<file path="src/rtl/hamming32t26d_scrub_reg.sv">
// Protected 32-bit SECDED storage register with continuous decode, scrub write-back,
// sticky double-error flag and a saturating corrected-upset counter.
module hamming32t26d_scrub_reg #(
  parameter int CNT_WIDTH = 8
) (
  input  logic                 clk_i,
  input  logic                 rst_i,
  input  logic                 we_i,
  input  logic [31:0]          hv_i,
  input  logic                 clr_i,
  output logic [25:0]          data_o,
  output logic                 sec_o,
  output logic                 ded_o,
  output logic [CNT_WIDTH-1:0] sec_cnt_o,
  output logic                 busy_o
);

  typedef enum logic [1:0] {
    ST_IDLE  = 2'd0,
    ST_SCRUB = 2'd1,
    ST_FAULT = 2'd2
  } state_t;

  // Syndrome bit k covers every position whose index has bit k set.
  function automatic logic [4:0] calc_syndrome(input logic [31:0] v);
    logic [4:0] s;
    s = 5'd0;
    for (int j = 1; j < 32; j++) begin
      for (int k = 0; k < 5; k++) begin
        if (((j >> k) & 1) == 1) begin
          s[k] = s[k] ^ v[j];
        end
      end
    end
    return s;
  endfunction

  function automatic logic calc_parity(input logic [31:0] v);
    return ^v;
  endfunction

  // Non-power-of-two positions carry data bits 0..25 in ascending order.
  function automatic logic [25:0] extract_data(input logic [31:0] v);
    logic [25:0] d;
    int          n;
    d = 26'd0;
    n = 0;
    for (int j = 1; j < 32; j++) begin
      if ((j & (j - 1)) != 0) begin
        d[n] = v[j];
        n++;
      end
    end
    return d;
  endfunction

  state_t                 state_r, state_n_s;
  logic [31:0]            cw_r, fix_q_r, fix_s;
  logic [25:0]            data_r;
  logic                   sec_r, ded_r, busy_r;
  logic [CNT_WIDTH-1:0]   cnt_r;
  logic [4:0]             syn_s;
  logic                   par_s, is_sec_s, is_ded_s;
  logic                   load_s, wb_s, latch_s, set_ded_s;

  // Combinational decode and single-bit correction of the stored word.
  always_comb begin
    syn_s    = calc_syndrome(cw_r);
    par_s    = calc_parity(cw_r);
    is_sec_s = par_s;
    is_ded_s = (!par_s) && (syn_s != 5'd0);
    if (is_sec_s) begin
      fix_s = cw_r ^ (32'd1 << syn_s);
    end else begin
      fix_s = cw_r;
    end
  end

  // State register.
  always_ff @(posedge clk_i or posedge rst_i) begin
    if (rst_i) begin
      state_r <= ST_IDLE;
    end else begin
      state_r <= state_n_s;
    end
  end

  // Next-state logic; a write always returns the FSM to IDLE.
  always_comb begin
    state_n_s = state_r;
    case (state_r)
      ST_IDLE: begin
        if (we_i) begin
          state_n_s = ST_IDLE;
        end else if (is_sec_s) begin
          state_n_s = ST_SCRUB;
        end else if (is_ded_s) begin
          state_n_s = ST_FAULT;
        end else begin
          state_n_s = ST_IDLE;
        end
      end
      ST_SCRUB: state_n_s = ST_IDLE;
      ST_FAULT: begin
        if (we_i || clr_i) begin
          state_n_s = ST_IDLE;
        end else begin
          state_n_s = ST_FAULT;
        end
      end
      default:  state_n_s = ST_IDLE;
    endcase
  end

  // Control strobes for the datapath.
  always_comb begin
    load_s    = we_i;
    wb_s      = 1'b0;
    latch_s   = 1'b0;
    set_ded_s = 1'b0;
    case (state_r)
      ST_IDLE: begin
        latch_s   = (!we_i) && is_sec_s;
        set_ded_s = (!we_i) && (!is_sec_s) && is_ded_s;
      end
      ST_SCRUB: wb_s = !we_i;
      ST_FAULT: wb_s = 1'b0;
      default:  wb_s = 1'b0;
    endcase
  end

  // Storage, correction latch, registered outputs and statistics.
  always_ff @(posedge clk_i or posedge rst_i) begin
    if (rst_i) begin
      cw_r    <= 32'd0;
      fix_q_r <= 32'd0;
      data_r  <= 26'd0;
      sec_r   <= 1'b0;
      ded_r   <= 1'b0;
      busy_r  <= 1'b0;
      cnt_r   <= {CNT_WIDTH{1'b0}};
    end else begin
      if (load_s) begin
        cw_r <= hv_i;
      end else if (wb_s) begin
        cw_r <= fix_q_r;
      end else begin
        cw_r <= cw_r;
      end
      if (latch_s) begin
        fix_q_r <= fix_s;
      end else begin
        fix_q_r <= fix_q_r;
      end
      data_r <= extract_data(fix_s);
      sec_r  <= wb_s;
      busy_r <= (state_n_s == ST_SCRUB);
      // A new detection outranks a clear of the sticky flag.
      if (set_ded_s) begin
        ded_r <= 1'b1;
      end else if (clr_i) begin
        ded_r <= 1'b0;
      end else begin
        ded_r <= ded_r;
      end
      if (clr_i) begin
        cnt_r <= {CNT_WIDTH{1'b0}};
      end else if (wb_s && (cnt_r != {CNT_WIDTH{1'b1}})) begin
        cnt_r <= cnt_r + {{(CNT_WIDTH-1){1'b0}}, 1'b1};
      end else begin
        cnt_r <= cnt_r;
      end
    end
  end

  assign data_o    = data_r;
  assign sec_o     = sec_r;
  assign ded_o     = ded_r;
  assign sec_cnt_o = cnt_r;
  assign busy_o    = busy_r;

endmodule

</file>
<file path="config.mk">
export PLATFORM = sky130hd
export DESIGN_NAME = hamming32t26d_scrub_reg
export DESIGN_NICKNAME = d
export VERILOG_FILES = /design/src/rtl/hamming32t26d_scrub_reg.sv
export SDC_FILE = /design/constraint.sdc
export NUM_CORES = 1
export LEC_CHECK = 0
export BUFFER_PORTS_ARGS = -buffer_cell sky130_fd_sc_hd__buf_2
export CORE_ASPECT_RATIO = 1.2
export CORE_UTILIZATION = 25
export CTS_BUF_LIST = sky130_fd_sc_hd__clkbuf_8 sky130_fd_sc_hd__clkbuf_16
export DETAILED_ROUTE_END_ITERATION = 16
export PLACE_DENSITY = 0.45
export SKIP_CTS_REPAIR_TIMING = 1
export SYNTH_ARGS = -nofsm -noshare
export SYNTH_HDL_FRONTEND = slang
export SYNTH_SLANG_ARGS = --single-unit
export TNS_END_PERCENT = 1
</file>
<file path="constraint.sdc">
create_clock -name clk_i -period 4.38 [get_ports clk_i]
set_input_delay 0.657 -clock clk_i [delete_from_list [all_inputs] [get_ports clk_i]]
set_output_delay 0.657 -clock clk_i [all_outputs]
set_load 0.02 [all_outputs]
</file>
Word level (Yosys, flattened, before mapping):

Index checks and enable logic that the tools add are counted.

* register bits: 103
* output and inout bits: 37
* logic and storage cells: 119

* $add $sub $neg: 1
* equality and inequality tests: 4
* shifts and indexed selects: 1
* muxes and demuxes: 15
* bitwise gates (word level): 76
* reduce and logical (&&, ||, !) cells: 14

Operators with widths (number)
* 2-to-1 mux 32 bit: 3
* XOR 1 bit: 75
* XOR reduction 32 bit: 1
* << shifter 1 x 5 -> 32 bit (first input constant): 1
* XOR 32 bit: 1
* 2-to-1 mux 8 bit: 2
* adder 8 x 1 -> 8 bit (second input constant): 1
* 2-to-1 mux 2 bit: 4
* inequality test 8 bit (second input constant): 1
* nonzero test 2 bit: 3
* logical AND 1 bit: 5
* 2-to-1 mux 1 bit: 5
* nonzero test 5 bit: 1
* == test 2 x 1 -> 1 bit (second input constant): 2
* one-hot mux 2 bit (2 select lines): 1
* == test 2 bit (second input constant): 1
* logical NOT 1 bit: 2
* logical NOT 2 bit: 1
* logical OR 1 bit: 1

Depth between registers and ports, before layout:

* depth after elaboration: 22
* mapped depth: 11

Worst setup path before layout:

No wires, ideal clock.

* path kind: register to register
* from: register cw_r[29]
* to: register fix_q_r[12]
* library setup time: 0.069 ns
* arrival: 2.808 ns
* setup slack: 1.503 ns
* cell stages (with the launch flop): 9
* path buffers: 1
* clock period less this slack: 2.877 ns
* cells stage by stage: dfrtp_1 > xnor3_2 > xnor3_2 > xnor3_2 > xnor3_1 > or2_1 > buf_6 > or4_1 > nand3_1

* longest elaborated chain between the ends: 6
* elaborated cells on any way between the ends: 17
* those cells by class: 1 x shift; 2 x mux; 12 x bitwise; 2 x reduce/logical

RTL lines
* from (decl): RTL line 58 `logic [31:0] cw_r, fix_q_r, fix_s;`
* from (signal assigned): RTL line 144 `cw_r <= hv_i;`
* from (signal assigned): RTL line 146 `cw_r <= fix_q_r;`
* from (signal assigned): RTL line 148 `cw_r <= cw_r;`
* XOR 1 bit (3 in series): RTL line 31 `s[k] = s[k] ^ v[j];`
* << shifter 1 x 5 -> 32 bit: RTL line 73 `fix_s = cw_r ^ (32'd1 << syn_s);`
* XOR 32 bit: RTL line 73
* 2-to-1 mux 32 bit: RTL line 72 `if (is_sec_s) begin`
* to (signal assigned): RTL line 151 `fix_q_r <= fix_s;`
* to (signal assigned): RTL line 153 `fix_q_r <= fix_q_r;`
* to (decl): RTL line 58

Several ways; a longest one is shown, not always the timed one.
A chain may end at the register's enable or synchronous reset.

Worst setup path in the final report:

* from: register cw_r[29]
* to: register fix_q_r[15]

Same word-level chain as after synthesis.

==> run_results.csv <==
group,metric,value,unit
outcome,run_status,"completed",
cts,clock-sinks,103,
routing,firstDrtPassIters,4,
synth,syn-num-nets,543,
die,dieArea,21150,um^2
timing,setup_viol,0,
routing,vias_per_cell,4.637,
setup_path,critical_path.endpoint,"fix_q_r[15]",
finish,nNetsFinal,607,
timing,finalCritPeriodShare,87.91,%
setup_path,startpoint,"cw_r[29]",
placement,place_inst,824,
timing,tns,0,ps
synth,synth_edf_count,0,
setup_path,rrSetupSlack,530,ps
timing,relSlewSlack,37.75,%
setup_path,end_kind,"register",
placement,place_congestion,0.8371,
synth,syn_area,5142,um^2
timing,clock_skew,2.884,ps
global_route,grt_first_pass_wirelength,21.58,mm
die,fp.dieW,132.9,um
finish,final_core_util,30.13,%
global_route,grt_pass1_vias,3964,
finish,fin_cells,837,
routing,vias,3881,
synth,ys.warnings.count,0,
synth,ys_ff_latch,103,
synth,postSynth.asyncResetShare,100.0,%
synth,synth.area.top_cells,"dfrtp_1, xnor2_1, mux2i_1, o21ai_0, nand2_1",
timing,fmax,0.2597,GHz
die,core_area,20180,um^2
cts,htree_levels,3,
synth,synth_top_cell_by_area,"dfrtp_1",
setup_path,critPathKind,"reg -> reg",
global_route,grt_max_degree,67,
timing,fin_hold_ws,405.7,ps
min_path,hold_class,"in -> async",
synth,postSynthAreaPerCell,10.16,um^2
global_route,grt.total_usage,13.27,%
die,start_util,25.48,%
cts,root_buffer,"clkbuf_16",
timing,finalHoldViolCount,0,
finish,filler_cell_count,2099,
global_route,antenna_found_initial,0,
placement,port_buffers,72,
setup_path,cp-start-kind,"register",
routing,post_drt_wl_per_cell,15.61,um
placement,hpwlAfterDp,9.218,mm
routing,drcViolationCount,0,
cts,cts_tree,"done",
setup_path,cp_max_fo,32,
global_route,overflow,0,
finish,area_growth,18.27,%
synth,synth_flop_cell,"dfrtp_1",
synth,synthDistinctLibCells,35,
setup_path,reg2regPathDepth,9,
routing,drt-total-wl,13.07,mm
synth,yosysMostFrequentCell,"dfrtp_1",
finish,drive_gt1_share,18.01,%
die,die_h,159.1,um
cts,clock_latency,350,ps
timing,final_max_slew_viol_count,0,
cts,cts-buffers-inserted,9,
cts,cts.path.max_buffers,2,
setup_path,reg2reg_from,"cw_r[29]",
timing,tightestPinTransition,930.8,ps
synth,synth_seq_area_share,50.12,%
cts,path_clk_slew,60,ps
finish,antenna_cells,0,
job,maxCapViolCount,0,
setup_path,reg2reg_to,"fix_q_r[15]",
timing,finalCriticalPeriod,3850,ps
synth,yosys-top-cells-count,"dfrtp_1, nand2_1, o21ai_0",
routing,drt_iter0_drc,204,
setup_path,cp_data_required_time,4600,ps
die,rows,57,
synth,synth_cells,506,
setup_path,worstPathArrival,4070,ps
synth,synth_top_area_share,50.12,%
timing,rsz0062_at_grt,"no",
routing,postRouteAntennaNets,0,
die,io_pins,73,
==> per-layer routing <==
metal  vias up  routed length, um  GRT usage, %
met5         -                  0             0
met4         0                249         5.538
met3        16                603         3.088
met2        84               6127         20.32
met1      1886               6088         17.90
li1       1895                  -             -
==> state kept, by name, indices dropped and copies added (netlist names) <==
| register | cells |
|---|---|
| cw_r | 32 |
| fix_q_r | 32 |
| data_o | 26 |
| sec_cnt_o | 8 |
| state_r | 2 |
| busy_o | 1 |
| ded_o | 1 |
| sec_o | 1 |
==> final cells by class <==
cell class,instances,area [um^2],share of cell area (%)
clock buffers,11,252.7,4.156
clock inverters,2,33.78,0.5554
inverters,4,17.52,0.2880
multi-input cells,372,2436,40.05
flip-flops and latches,103,2577,42.38
well taps,265,331.6,5.452
repair buffers,80,432.9,7.118
==> worst min path at each step <==
stage	slack, ps	to	start
after floorplan	460	fix_q_r[13]	fix_q_r[13]
after global placement	480	fix_q_r[12]	fix_q_r[12]
after detailed placement	480	fix_q_r[12]	fix_q_r[12]
after CTS	440	sec_o	rst_i
after global routing	480	fix_q_r[23]	rst_i
final	410	sec_o	rst_i
==> layout by cell type, fill, tap and decap left out, types with 2 or more instances in the layout <==
cell type,instances
dfrtp_1,103
buf_2,72
o21ai_0,62
nand2_1,62
nor2_1,44
xnor2_1,40
mux2i_1,33
or3_1,29
a31oi_1,29
xor2_1,15
nand4_1,11
clkbuf_16,9
buf_4,7
xnor3_1,6
o211ai_1,5
nand3_1,5
nor3_1,4
a21oi_1,4
or4_1,4
xnor3_2,3
inv_1,3
xnor2_2,2
or3_2,2
and3_1,2
clkbuf_8,2
==> critical path: stages (launching register included) <==
cell      delay, ps
dfrtp_1         440
xnor3_2         420
xnor3_2         470
xnor3_2         310
xnor3_1         390
or2_1           290
clkinv_1        740
buf_12          440
o211ai_1        100
nand3_1         110
==> through the flow <==
step	instance area (um^2)	setup slack, ps
global placement	5796	635.7
finish	6082	529.6
detailed placement	5796	473.2
CTS	6082	465.9
floorplan	5142	1019
global route	6082	231.4
==> cells by family (layout without fill, tap and decap cells) <==
family	Yosys count	in the layout	synth area share (%)
AND/OR/NAND/NOR	167	167	15.16
AO/OA/AOI/OAI	105	105	11.36
flip-flops	103	103	50.12
XOR/XNOR	66	66	14.01
multiplexers	33	33	6.423
buffers and inverters	31	97	2.676
adder cells (fa/ha/maj)	1	1	0.2433
Power is not shown: default switching activity piles up to over one toggle a cycle in this logic, so the estimate is an artifact.
